[src/rtl/pc_unit.sv]
// Program-counter unit: next-PC selection, stall hold, EPC capture on exception.
// Define PC_RAS_EN to build in the hardware return-address stack.
module pc_unit #(
   parameter int             N         = 32,
   parameter int             STEP      = 1,
   parameter logic [N-1:0]   RESET_VEC = '0,
   parameter logic [N-1:0]   EXC_VEC   = 'h40,
   parameter int             RAS_DEPTH = 4
) (
   input  logic         clk,
   input  logic         reset,
   input  logic         stall,
   input  logic         exc,
   input  logic         jump,
   input  logic         call,
   input  logic         ret,
   input  logic         pc_src,
   input  logic [N-1:0] jump_address,
   input  logic [N-1:0] branch_offset,
   input  logic [N-1:0] ret_address,
   output logic [N-1:0] pc_out,
   output logic [N-1:0] pc_plus,
   output logic [N-1:0] epc,
   output logic         ras_empty,
   output logic         ras_full
);

   logic [N-1:0] pc_next;
   logic         ras_hit;
   logic [N-1:0] ras_top;
   logic         advance;

   assign pc_plus = pc_out + N'(STEP);
   assign advance = !exc && !stall;

   // Priority chain: exception beats stall, which beats every redirect.
   always_comb begin
      pc_next = pc_plus;
      if (exc)
         pc_next = EXC_VEC;
      else if (stall)
         pc_next = pc_out;
      else if (call || jump)
         pc_next = jump_address;
      else if (ret)
         pc_next = ras_hit ? ras_top : ret_address;
      else if (pc_src)
         pc_next = pc_out + branch_offset;
   end

   always_ff @(posedge clk) begin
      if (reset) begin
         pc_out <= RESET_VEC;
         epc    <= '0;
      end else begin
         pc_out <= pc_next;
         if (exc)
            epc <= pc_out;
      end
   end

`ifdef PC_RAS_EN
   localparam int PW = $clog2(RAS_DEPTH);

   logic [N-1:0]  ras_mem [RAS_DEPTH];
   logic [PW-1:0] ras_ptr;
   logic [PW:0]   ras_count;
   logic          do_push;
   logic          do_pop;

   // ras_ptr names the next free slot; wrapping it makes a full push overwrite the oldest entry.
   assign ras_hit   = (ras_count != '0);
   assign ras_top   = ras_mem[ras_ptr - 1'b1];
   assign do_push   = advance && call;
   assign do_pop    = advance && !call && !jump && ret && ras_hit;
   assign ras_empty = (ras_count == '0);
   assign ras_full  = (ras_count == (PW+1)'(RAS_DEPTH));

   always_ff @(posedge clk) begin
      if (reset) begin
         ras_ptr   <= '0;
         ras_count <= '0;
      end else if (do_push) begin
         ras_ptr <= ras_ptr + 1'b1;
         if (!ras_full)
            ras_count <= ras_count + 1'b1;
      end else if (do_pop) begin
         ras_ptr   <= ras_ptr - 1'b1;
         ras_count <= ras_count - 1'b1;
      end
   end

   always_ff @(posedge clk) begin
      if (!reset && do_push)
         ras_mem[ras_ptr] <= pc_plus;
   end
`else
   assign ras_hit   = 1'b0;
   assign ras_top   = '0;
   assign ras_empty = 1'b1;
   assign ras_full  = 1'b0;
`endif

endmodule

[config.mk]
export PLATFORM = sky130hd
export DESIGN_NAME = pc_unit
export DESIGN_NICKNAME = d
export VERILOG_FILES = /design/src/rtl/pc_unit.sv
export SDC_FILE = /design/constraint.sdc
export NUM_CORES = 1
export LEC_CHECK = 0
export BUFFER_PORTS_ARGS = -buffer_cell sky130_fd_sc_hd__buf_2
export CAP_MARGIN = 25
export CORE_MARGIN = 8
export CORE_UTILIZATION = 46
export CTS_CLUSTER_SIZE = 10
export DETAILED_ROUTE_END_ITERATION = 16
export GPL_TIMING_DRIVEN = 0
export HOLD_SLACK_MARGIN = 0.12
export PLACE_DENSITY = 0.86
export SLEW_MARGIN = 15
export SYNTH_ARGS = -nofsm -noshare
export SYNTH_HDL_FRONTEND = slang
export SYNTH_SLANG_ARGS = --single-unit
[constraint.sdc]
create_clock -name clk -period 2.8 [get_ports clk]
set_input_delay 0.14 -clock clk [delete_from_list [all_inputs] [get_ports clk]]
set_output_delay 0.14 -clock clk [all_outputs]
set_load 0.005 [all_outputs]
Word-level counts from Yosys, hierarchy flattened
Index checks and enable logic that the tools add are counted.
{ "word_totals": {"reg_bits": 64, "elab_cells": 13} }
{ "classes": {"addsub": 2, "n_reduce_logical": 2, "n_eq_ne": 1, "n_mux": 5} }
{ "ops": {"columns": ["cell", "n"], "rows": [
  ["32-bit two-way mux", 3],
  ["32-bit by 1-bit adder with 32-bit output, second input constant", 1],
  ["32-bit adder", 1],
  ["7-bit two-way mux", 2],
  ["2-bit by 1-bit inequality test with 1-bit output, second input constant", 1],
  ["2-bit OR reduction", 1],
  ["1-bit logical OR", 1]
]} }

Depth between registers and ports, before layout
Gate-level depths: netlist (run 1).
{ "logic_depth": {"word_depth": 6, "mapped_depth": 10, "depth_no_buf": 10} }

Worst setup path after synthesis (run 1)
Ideal clock, no wire load.
{ "synth_path": {"path_kind": "register -> register", "from": "reg pc_out[0]", "to": "reg pc_out[24]", "path_buffers": 0, "setup_time_ns": 0.116, "path_stages_with_launch": 11, "arrival_ns": 2.474, "path_slack_ns": 0.210, "synth_period_minus_slack_ns": 2.590, "path_cell_list": "dfxtp_1 -> ha_1 -> fa_1 -> a21o_2 -> a31o_4 -> and3_1 -> o211ai_2 -> o31a_4 -> mux2i_1 -> a31oi_1 -> a41o_1"} }
{ "synth_between": {"elab_chain_len": 4, "elab_cells_between_ends": 5, "cone_classes": "add/sub (2); mux (3)"} }
{ "synth_rtl": {"columns": ["item", "line", "text"], "rows": [
  ["start, declared", "21", "output logic [N-1:0] pc_out,"],
  ["start signal, assigned", "56", "pc_out <= pc_next;"],
  ["32-bit by 1-bit adder with 32-bit output / 32-bit adder (equally long branches)", "33, 48", null],
  ["32-bit two-way mux (*)", "47", "else if (pc_src)"],
  ["32-bit two-way mux (*)", "45", "else if (ret)"],
  ["32-bit two-way mux (*)", "43", "else if (call || jump)"]
]} }
Every way passes the cells marked *; elsewhere a longest branch is shown, timed or not.
A chain may end at the register's enable or synchronous reset.

Final worst setup path (run 1)
Same ends and word-level chain as after synthesis.

==> results of run 1 <==
## layout make-up
cell class | count | area (µm²)
repair buffers | 210 | 1100
fillers | 1064 | 4680
diodes | 1 | 2.50
inverters | 8 | 30.0
flip-flops and latches | 64 | 1290
clock inverters | 6 | 82.6
multi-input cells | 606 | 4090
well taps | 147 | 184
clock buffers | 10 | 239
plain buffers | 48 | 205
## critical path: stages (launching register included)
cell                       delay (ps)
sky130_fd_sc_hd__dfxtp_4          360
sky130_fd_sc_hd__ha_4             170
sky130_fd_sc_hd__fa_2             400
sky130_fd_sc_hd__a21o_4           230
sky130_fd_sc_hd__a31o_4           260
sky130_fd_sc_hd__and3_1           160
sky130_fd_sc_hd__o211ai_2         220
sky130_fd_sc_hd__o31a_4           240
sky130_fd_sc_hd__mux2i_1          220
sky130_fd_sc_hd__a31oi_1          130
sky130_fd_sc_hd__a41o_1           260
## sequential cells by signal (all words and copies together), names as in the netlist
signal and flops:
pc_out 32, epc 32
## final timing paths
kind	start	to	slack [ps]	cells past startpoint
worst min-delay path	ret_address[11]	pc_out[11]	110	3
worst max-delay path	pc_out[0]	pc_out[24]	40	10
worst min register to register	epc[7]	epc[7]	490	2
worst max register to register	pc_out[0]	pc_out[24]	40	10
## power by group through the flow
stage / logic (mW) / registers, mW / clock network (mW)
after global routing: 0.815 / 0.996 / 1.27
after detailed placement: 0.700 / 1.01 / 0
after global placement: 0.689 / 1.01 / 0
after floorplan: 0.441 / 0.997 / 0
after CTS: 0.716 / 0.990 / 1.23
final: 0.753 / 0.993 / 1.23
## stage by stage
step                instance area [µm²]  hold WS (ps)  instances  utilization
floorplan                          5550           303        726            -
global placement                   6710           410       1069        0.563
detailed placement                 6710           416       1069        0.563
CTS                                7130           120       1093        0.598
global route                       7230           127       1100        0.607
finish                             7230           113       1100        0.607
## logic make-up (layout without fill, tap and decap cells)
logic type | Yosys count | count (layout) | share of synthesized area
fa+ha+maj | 33 | 33 | 0.0758
xor+xnor | 54 | 54 | 0.0880
simple gates | 256 | 256 | 0.228
flops | 64 | 64 | 0.231
mux | 40 | 40 | 0.0722
other cells | 2 | 3 | 0.00135
buf+inv | 56 | 282 | 0.0424
compound gates | 221 | 221 | 0.262
## routing by layer
layer	share of wire	vias to the layer above	wire, µm	GRT usage
met1	0.39	3084	9030	0.341
met5	0	-	0	0
met3	0.099	89	2270	0.0451
met4	0.049	0	1120	0.159
met2	0.46	470	10600	0.448
li1	-	3103	-	-
## cells in the mapped netlist, types with 4 or more instances
library cell                n
sky130_fd_sc_hd__a211oi_1  18
sky130_fd_sc_hd__nor3_1    10
sky130_fd_sc_hd__xnor2_1   31
sky130_fd_sc_hd__nand2_1   67
sky130_fd_sc_hd__and2_1     8
sky130_fd_sc_hd__a21oi_1   69
sky130_fd_sc_hd__dfxtp_1   64
sky130_fd_sc_hd__a21o_1    14
sky130_fd_sc_hd__xor2_1    21
sky130_fd_sc_hd__clkbuf_1  37
sky130_fd_sc_hd__inv_1      8
sky130_fd_sc_hd__nand3_1   27
sky130_fd_sc_hd__o21ai_0   48
sky130_fd_sc_hd__a31oi_1    7
sky130_fd_sc_hd__ha_1      32
sky130_fd_sc_hd__o211ai_1  11
sky130_fd_sc_hd__o21a_1     4
sky130_fd_sc_hd__or3_1     14
sky130_fd_sc_hd__nand4_1    6
sky130_fd_sc_hd__nand2b_1   6
sky130_fd_sc_hd__mux2i_1   40
sky130_fd_sc_hd__buf_1      4
sky130_fd_sc_hd__o22ai_1    4
sky130_fd_sc_hd__and3_1    11
sky130_fd_sc_hd__a221oi_1   4
sky130_fd_sc_hd__nor2_1    81
sky130_fd_sc_hd__o311ai_0   5
sky130_fd_sc_hd__or2_2      5
## what timing repair did
action	CTS	global route
hold endpoints to repair	6	0
gates resized for setup	4	19
hold buffers	7	0
setup buffers	1	6
setup endpoints to repair	6	11
gates cloned	0	0
pin swaps	2	7
==> implementation parameters, run 1 <==
Parameter                              Value

Outcome
  Result of the run    finished, final reports clean

Floorplanning
  Die outline width    ~130 µm
  Standard-cell rows    40
  Area of the die    0.0158 mm²
  Placeable core region    0.0119 mm²
  Die extent in y    ~130 µm
  Number of top-level pins    202
  Initial cell density of the core    0.466

Cells and area
  Commonest cells after routing, fill and taps aside    199 x sky130_fd_sc_hd__buf_2, 81 x sky130_fd_sc_hd__nor2_1, 67 x sky130_fd_sc_hd__nand2_1, 67 x sky130_fd_sc_hd__a21oi_1, 57 x sky130_fd_sc_hd__dfxtp_1
  Signed area change from the synthesized netlist to the final layout    30.4%
  Fin nets    1084
  Fraction of layout instances using a drive strength above 1    0.286
  Commonest non-fill, non-tap cell in the layout    sky130_fd_sc_hd__buf_2

Power
  Part of the total power dissipated in the clock network    0.414
  Leak pwr    3.53 nW
  P_sw    924 µW
  Post-route total power    between 2 and 3 mW
  Fraction of power consumed by combinational cells    0.253
  Largest voltage drop on the vdd net    approximately 0.00028 V
  Ratio of total power to cell area    around 400 mW/mm²
  Int Pwr    2.05 mW
  Sequential power share    0.333
  Switching Fraction    0.310

Placement
  Final HPWL from detailed placement    about 17000 µm
  Final GP Congestion    0.978
  Port Buf Inserts    196
  Worst-case setup slack after placement    -68.1 ps

Timing
  Final worst-path setup slack    ~39 ps
  Tcrit/Tclk final    0.986
  Number of hold violations in the final report    0
  Worst slew pin tran    780 ps
  Highest achievable clock rate    about 360 MHz
  Final-report max-slew violation count    0
  Setup total negative slack    0 ps
  Final setup skew    ~5.4 ps
  Final setup violation count    0
  Final worst path period need    2760 ps
  Max-slew headroom    0.476

Clock tree
  Maximum buffer depth of the clock tree    2
  Clock network latency to the later pin of the worst-skew pair    roughly 340 ps
  H-tree depth    3
  TritonCTS clock tree    yes
  Num CTS Buffers    9
  Number of clock sinks    64
  Clk Tree Root Cell    sky130_fd_sc_hd__clkbuf_16
  Clock-pin slew on the worst setup and hold paths    roughly 60 ps

Critical path
  Maximum fanout along the worst path    5
  Data required time of the worst path    roughly 3000 ps
  Crit start category    flop
  Crit. End Element    flop
  Classification of the worst setup path    flop to flop
  Critical path arrival    approximately 3000 ps

Logic synthesis
  Count of state elements after synthesis    64
  Synth warn    0
  Instance count of the mapped netlist    between 700 and 800
  Portion of the post-synthesis area used by sequential elements    0.231
  Library cells used by synthesis    75
  Net count of the mapped netlist    about 860
  Number of enable flip-flop cells after synthesis    0
  Avg Cell Area, Syn    about 7.6 µm²
  Share of Yosys cell area claimed by the top area cell type    0.231
  Main flop type after synthesis    sky130_fd_sc_hd__dfxtp_1
  Area of the mapped netlist    around 0.0055 mm²
  Async S/R FF share, synth    0
  Dominant cell type by area after synthesis    sky130_fd_sc_hd__dfxtp_1
  Top cells by area, synth    sky130_fd_sc_hd__dfxtp_1 23%, sky130_fd_sc_hd__ha_1 7.2%, sky130_fd_sc_hd__mux2i_1 7.2%

Drt
  Via Count    between 6000 and 7000
  Number of nets with antenna violations after routing    0
  Detailed router's first-iteration violation count    a little over 800
  Via density per instance    between 6 and 7
  DRT Pass-1 Iters    8
  DRC errors left    0
  Routed wire length    between 20000 and 25000 µm
  DR WL/cell    about 21 µm

Global route
  Largest net degree at the start of global routing    12
  Global-route wire length before repair    roughly 35000 µm
  Vias in the first global route    about 6500
  Total gr overflow    0
  GRT Total Usage    0.276
  Initial antenna violation count    1

Run
  Max-cap violation count    0

Worst hold path
  Classification of the worst-slack hold path    primary input to flop
(Power assumes the default switching activity.)
==> run 2, diff against run 1 <==
PLACE_DENSITY = 0.84   (was 0.86)
==> run 2 against run 1 <==
Compared with the run above:
- power down 6.6%
- clock-buffer cell count grew 2
- register-to-register slack hardly changed
- largest cell class unchanged
- combinational power hardly changed
- highest routed layer is now met5
==> implementation parameters, run 2 (same netlist as run 1, synthesis figures left out) <==
Parameter                              Value

Critical path
  Maximum fanout along the worst path    7 (+2)
  R2R setup slack    50 ps (about the same)
  Cell depth of the worst flop-to-flop path    10 (unchanged)
  Crit. End Element    flop
  Classification of the worst setup path    flop to flop
  Crit start category    flop
  Worst flop-to-flop path startpoint    pc_out[0]
  Data required time of the worst path    3030 ps (about the same)
  Critical path arrival    2980 ps (about the same)
  End of the worst register-to-register path    pc_out[24]

Timing
  Final setup skew    5.86 ps (+0.408 ps)
  Number of hold violations in the final report    0 (unchanged)
  RSZ-0062 raised after global routing    true
  Hold slack final    130 ps (+17.2 ps)
  Worst slew pin tran    765 ps (-14.8 ps)
  Tcrit/Tclk final    0.982 (-0.00402)
  Final worst path period need    2750 ps (-11.3 ps)
  Max-slew headroom    0.486 (+0.00994)
  Final worst-path setup slack    49.9 ps (+11.3 ps)
  Final setup violation count    0 (unchanged)
  Final-report max-slew violation count    0 (unchanged)
  Highest achievable clock rate    364 MHz (+0.41%)

Global route
  Initial antenna violation count    2 (+1)
  Total gr overflow    0 (unchanged)
  Global-route wire length before repair    35300 µm (+0.69%)
  GRT Total Usage    0.280 (+0.00353)
  Largest net degree at the start of global routing    11 (-1)
  Vias in the first global route    6658 (+2.5%)

Worst hold path
  Hold path endpoint    pc_out[0]
  Start point of the worst hold path    jump_address[0]
  Hold Path Stages    3 (unchanged)
  Classification of the worst-slack hold path    primary input to flop

Power
  Fraction of power consumed by combinational cells    0.270 (+0.017)
  Ratio of total power to cell area    387 mW/mm² (-5.9%)
  P_sw    896 µW (-3.1%)
  Switching Fraction    0.322 (+0.0117)
  Sequential power share    0.357 (+0.024)
  Leak pwr    3.53 nW (about the same)
  Part of the total power dissipated in the clock network    0.373 (-0.041)
  Int Pwr    1.89 mW (-8.2%)
  Largest voltage drop on the vdd net    0.000377 V (+33%)

Outcome
  Result of the run    finished, final reports clean

Drt
  Number of nets with antenna violations after routing    0 (unchanged)
  Via Count    6727 (-0.28%)
  Detailed router's first-iteration violation count    741 (-10%)
  DRT Pass-1 Iters    6 (-2)
  DR WL/cell    20.8 µm (-0.40%)
  Routed wire length    22800 µm (-0.86%)
  DRC errors left    0 (unchanged)
  Via density per instance    6.14 (+0.17%)

Clock tree
  Clk Tree Root Cell    sky130_fd_sc_hd__clkbuf_16
  TritonCTS clock tree    yes
  Num CTS Buffers    9 (unchanged)
  Maximum buffer depth of the clock tree    2 (unchanged)
  Number of clock sinks    64 (unchanged)
  Clock network latency to the later pin of the worst-skew pair    340 ps (about the same)
  Clock-pin slew on the worst setup and hold paths    50 ps (about the same)
  H-tree depth    3 (unchanged)

Cells and area
  Filler cells    1107 (+4.0%)
  Signed area change from the synthesized netlist to the final layout    29.5%
  Largest registers ranked by flip-flop count    epc (32), pc_out (32)
  Fin nets    1082 (-0.18%)
  Commonest cells after routing, fill and taps aside    199 x sky130_fd_sc_hd__buf_2, 81 x sky130_fd_sc_hd__nor2_1, 68 x sky130_fd_sc_hd__a21oi_1, 67 x sky130_fd_sc_hd__nand2_1, 58 x sky130_fd_sc_hd__dfxtp_1
  Fraction of layout instances using a drive strength above 1    0.278 (-0.00800)
  Total non-filler cell area in the finished layout    0.00718 mm² (-0.73%)
  Commonest non-fill, non-tap cell in the layout    sky130_fd_sc_hd__buf_2

Floorplanning
  Number of top-level pins    202 (unchanged)
  Die outline width    126 µm (unchanged)
  Placeable core region    0.0119 mm² (unchanged)
  Die extent in y    126 µm (unchanged)
  Area of the die    0.0158 mm² (unchanged)
  Standard-cell rows    40 (unchanged)
  Initial cell density of the core    0.466 (unchanged)

Run
  Max-cap violation count    0 (unchanged)

Placement
  Port Buf Inserts    196 (unchanged)
  Final GP Congestion    0.969 (-0.88%)
  Worst-case setup slack after placement    -49.2 ps (+18.9 ps)
  Final HPWL from detailed placement    17500 µm (+1.0%)
  Dpl cell area    0.00671 mm² (unchanged)
[run 2: cell count changes in the layout (fill, tap and decap cells not counted), moves of 2 or more]
cell                        previous run  this run
sky130_fd_sc_hd__ha_1                 27        31
sky130_fd_sc_hd__ha_2                  4         0
sky130_fd_sc_hd__a211oi_1             18        16
sky130_fd_sc_hd__a211oi_2              0         2
sky130_fd_sc_hd__a21oi_2               3         1
sky130_fd_sc_hd__buf_4                10         8
sky130_fd_sc_hd__bufinv_16             2         0
sky130_fd_sc_hd__clkinv_2              3         1
sky130_fd_sc_hd__o21ai_0              48        46
[run 2: cell type report]
cell class | instances | area [µm²] | share of cell area
Antenna cell | 1 | 2.50 | 0.000349
Clock inverter | 1 | 5.00 | 0.000697
Multi-Input combinational cell | 606 | 4120 | 0.573
Tap cell | 147 | 184 | 0.0256
Clock buffer | 12 | 256 | 0.0357
Timing Repair Buffer | 208 | 1090 | 0.152
Buffer | 48 | 205 | 0.0286
Inverter | 8 | 30.0 | 0.00418
Sequential cell | 64 | 1290 | 0.180
[run 2: layer usage]
| layer | global-route usage | part of all wire | wire (µm) | up-vias |
|---|---|---|---|---|
| met5 | 0 | 0.00035 | 8 | - |
| met4 | 0.197 | 0.061 | 1390 | 2 |
| met3 | 0.0709 | 0.11 | 2520 | 114 |
| met2 | 0.429 | 0.44 | 10100 | 462 |
| met1 | 0.337 | 0.39 | 8790 | 3053 |
| li1 | - | - | - | 3096 |
[run 2: worst max-delay path by stage]
stage                            end        from  cells after the start  slack [ps]
after floorplan           pc_out[24]   pc_out[0]                     10         210
after global placement    pc_out[24]   pc_out[0]                     10         -70
after detailed placement  pc_out[27]  pc_out[11]                      9         -50
after CTS                 pc_out[24]   pc_out[0]                     10           6
after global routing      pc_out[25]  pc_out[16]                      9         -50
final                     pc_out[24]   pc_out[0]                     10          50
[run 2: power by group through the flow]
stage,combinational [mW],clock (mW),sequential (mW)
finish,0.751,1.04,0.994
global route,0.815,1.08,0.997
CTS,0.718,1.04,0.991
detailed placement,0.701,0,1.01
global placement,0.690,0,1.01
floorplan,0.441,0,0.997
[run 2: critical path: stages (launching register included)]
cell	delay [ps]
sky130_fd_sc_hd__dfxtp_4	370
sky130_fd_sc_hd__ha_4	180
sky130_fd_sc_hd__fa_2	370
sky130_fd_sc_hd__a21o_4	230
sky130_fd_sc_hd__a31o_4	260
sky130_fd_sc_hd__and3_1	170
sky130_fd_sc_hd__o211ai_2	290
sky130_fd_sc_hd__o31a_4	220
sky130_fd_sc_hd__mux2i_1	190
sky130_fd_sc_hd__a31oi_1	120
sky130_fd_sc_hd__a41o_1	250
[run 2: repair_timing]
action                                  4_1_cts  5_1_grt
setup buffers                                 1        4
gates resized for setup                       3       21
hold buffers                                  7        0
pin swaps                                     2        6
gates cloned                                  0        0
endpoints found under the hold margin         7        0
endpoints found under the setup margin        6       13
[run 2: through the flow]
| step | cells | total power [mW] | TNS [ps] | util |
|---|---|---|---|---|
| detailed placement | 1069 | 1.71 | -95.8 | 0.563 |
| finish | 1095 | 2.78 | 0 | 0.603 |
| floorplan | 726 | 1.44 | 0 | - |
| global placement | 1069 | 1.70 | -72.7 | 0.563 |
| CTS | 1090 | 2.75 | 0 | 0.593 |
| global route | 1095 | 2.89 | -130 | 0.603 |
==> run 3, diff against run 2 <==
CTS_BUF_LIST = sky130_fd_sc_hd__clkbuf_16   (was unset)
==> run 3 against run 2 <==
Compared with the run above:
- critical path depth is 1 lower
- sequential power hardly changed
- clock skew is 3.2 ps lower
- die area stayed put
- register-to-register slack hardly changed
- routed wire length is 0.26% lower
==> implementation parameters, run 3 (same netlist as run 1, synthesis figures left out) <==
Parameter                              Value

Cells and area
  Fin nets    1082 (unchanged)
  Signed area change from the synthesized netlist to the final layout    29.1%
  Total non-filler cell area in the finished layout    0.00716 mm² (-0.30%)
  Commonest non-fill, non-tap cell in the layout    sky130_fd_sc_hd__buf_2
  Fraction of layout instances using a drive strength above 1    0.275 (-0.00317)
  Commonest cells after routing, fill and taps aside    199 x sky130_fd_sc_hd__buf_2, 81 x sky130_fd_sc_hd__nor2_1, 68 x sky130_fd_sc_hd__a21oi_1, 67 x sky130_fd_sc_hd__nand2_1, 59 x sky130_fd_sc_hd__dfxtp_1
  Final core area utilization    0.601 (-0.00179)
  Filler-free cell count of the finished design    1095 (unchanged)
  Largest registers ranked by flip-flop count    epc (32), pc_out (32)

Placement
  DP Cell Count    1069 (unchanged)
  Port Buf Inserts    196 (unchanged)
  Final HPWL from detailed placement    17500 µm (unchanged)
  Final GP Congestion    0.969 (unchanged)
  Dpl cell area    0.00671 mm² (unchanged)

Timing
  Tcrit/Tclk final    0.984 (+0.00210)
  Final-report max-slew violation count    0 (unchanged)
  Highest achievable clock rate    363 MHz (-0.21%)
  Max-slew headroom    0.486 (about the same)
  Final setup skew    2.64 ps (-3.22 ps)
  RSZ-0062 raised after global routing    true
  Setup total negative slack    0 ps (unchanged)
  Hold slack final    127 ps (-3.05 ps)
  Worst slew pin tran    765 ps (+0.185 ps)
  Final worst path period need    2760 ps (+5.89 ps)
  Final setup violation count    0 (unchanged)
  Number of hold violations in the final report    0 (unchanged)

Worst hold path
  Hold Path Stages    3 (unchanged)
  Classification of the worst-slack hold path    primary input to flop

Drt
  Number of nets with antenna violations after routing    0 (unchanged)
  Routed wire length    22700 µm (-0.26%)
  DR WL/cell    20.8 µm (-0.26%)
  DRC errors left    0 (unchanged)
  DRT Pass-1 Iters    6 (unchanged)
  Via density per instance    6.17 (+0.48%)
  Via Count    6759 (+0.48%)
  Detailed router's first-iteration violation count    777 (+4.9%)

Clock tree
  Clock-pin slew on the worst setup and hold paths    50 ps (about the same)
  Num CTS Buffers    9 (unchanged)
  Maximum buffer depth of the clock tree    2 (unchanged)
  Number of clock sinks    64 (unchanged)
  TritonCTS clock tree    yes
  H-tree depth    3 (unchanged)
  Clock network latency to the later pin of the worst-skew pair    340 ps (about the same)
  Clk Tree Root Cell    sky130_fd_sc_hd__clkbuf_16

Global route
  Total gr overflow    0 (unchanged)
  Initial antenna violation count    2 (unchanged)
  GRT Total Usage    0.279 (-0.00113)
  Largest net degree at the start of global routing    11 (unchanged)
  Global-route wire length before repair    35300 µm (-0.18%)
  Vias in the first global route    6582 (-1.1%)

Floorplanning
  Placeable core region    0.0119 mm² (unchanged)
  Number of top-level pins    202 (unchanged)
  Standard-cell rows    40 (unchanged)
  Die extent in y    126 µm (unchanged)
  Initial cell density of the core    0.466 (unchanged)
  Area of the die    0.0158 mm² (unchanged)
  Die outline width    126 µm (unchanged)

Critical path
  Crit start category    flop
  CP peak stage delay    460 ps (+90 ps)
  Data required time of the worst path    3040 ps (about the same)
  Critical path arrival    3000 ps (+20 ps)
  Cell depth of the worst flop-to-flop path    9 (-1)
  Crit-path slowest cell    sky130_fd_sc_hd__ha_1
  Maximum fanout along the worst path    7 (unchanged)
  Classification of the worst setup path    flop to flop
  Crit. End Element    flop
  CP Cell Sequence    ha_1, nand2_1, nor3_2, a31oi_1, a21oi_1, and3_1, mux2i_1, a31oi_1, nor3_1
  Crit path top cell by count    sky130_fd_sc_hd__a31oi_1

Run
  Max-cap violation count    0 (unchanged)

Power
  Largest voltage drop on the vdd net    0.000378 V (+0.16%)
  Ratio of total power to cell area    380 mW/mm² (-1.9%)
  Leak pwr    3.52 nW (-0.21%)

Outcome
  Result of the run    finished, final reports clean
run 3: where the power goes:
part / internal [mW] / switching, mW
Clock: 0.572 / 0.406
Sequential: 0.941 / 0.0526
Combinational: 0.314 / 0.435
run 3: area by class of cell:
| type | count | area (µm²) |
|---|---|---|
| fill | 1112 | 4750 |
| multi-input combinational | 606 | 4120 |
| sequential | 64 | 1290 |
| timing repair buffer | 208 | 1090 |
| clock buffer | 9 | 225 |
| buffer | 48 | 205 |
| tap | 147 | 184 |
| inverter | 8 | 30.0 |
| clock inverter | 4 | 16.3 |
| antenna | 1 | 2.50 |
run 3: metrics by stage:
step | power (mW) | setup WS [ps]
finish | 2.72 | 44.0
global route | 2.82 | -48.9
CTS | 2.68 | 6.04
detailed placement | 1.71 | -49.2
global placement | 1.70 | -72.7
floorplan | 1.44 | 210
run 3: critical path: cells and delay by family, from the launching register on:
family / cells / cell delay [ps]
compound gates: 3 / 530
fa+ha+maj: 1 / 460
flops: 1 / 420
mux: 1 / 230
simple gates: 4 / 1020
run 3: routing by layer:
layer | wire, µm | share of wire | global-route usage | up-vias
li1 | - | - | - | 3093
met1 | 8980 | 0.39 | 0.344 | 3123
met2 | 10200 | 0.45 | 0.438 | 441
met3 | 2240 | 0.099 | 0.0557 | 100
met4 | 1270 | 0.056 | 0.174 | 2
met5 | 8 | 0.00035 | 0 | -
run 3: timing repair:
action / 4_1_cts / 5_1_grt
hold buffers: 7 / 0
resized for setup: 3 / 20
setup buffers: 1 / 4
pin swaps: 2 / 7
endpoints found under the hold margin: 7 / 0
setup endpoints to repair: 6 / 13
run 3: path summary, 6_finish.rpt:
| path | start | to | slack [ps] |
|---|---|---|---|
| max | pc_out[16] | pc_out[25] | 40 |
| min | jump_address[0] | pc_out[0] | 130 |
| max reg2reg | pc_out[16] | pc_out[25] | 40 |
| min reg2reg | epc[1] | epc[1] | 490 |
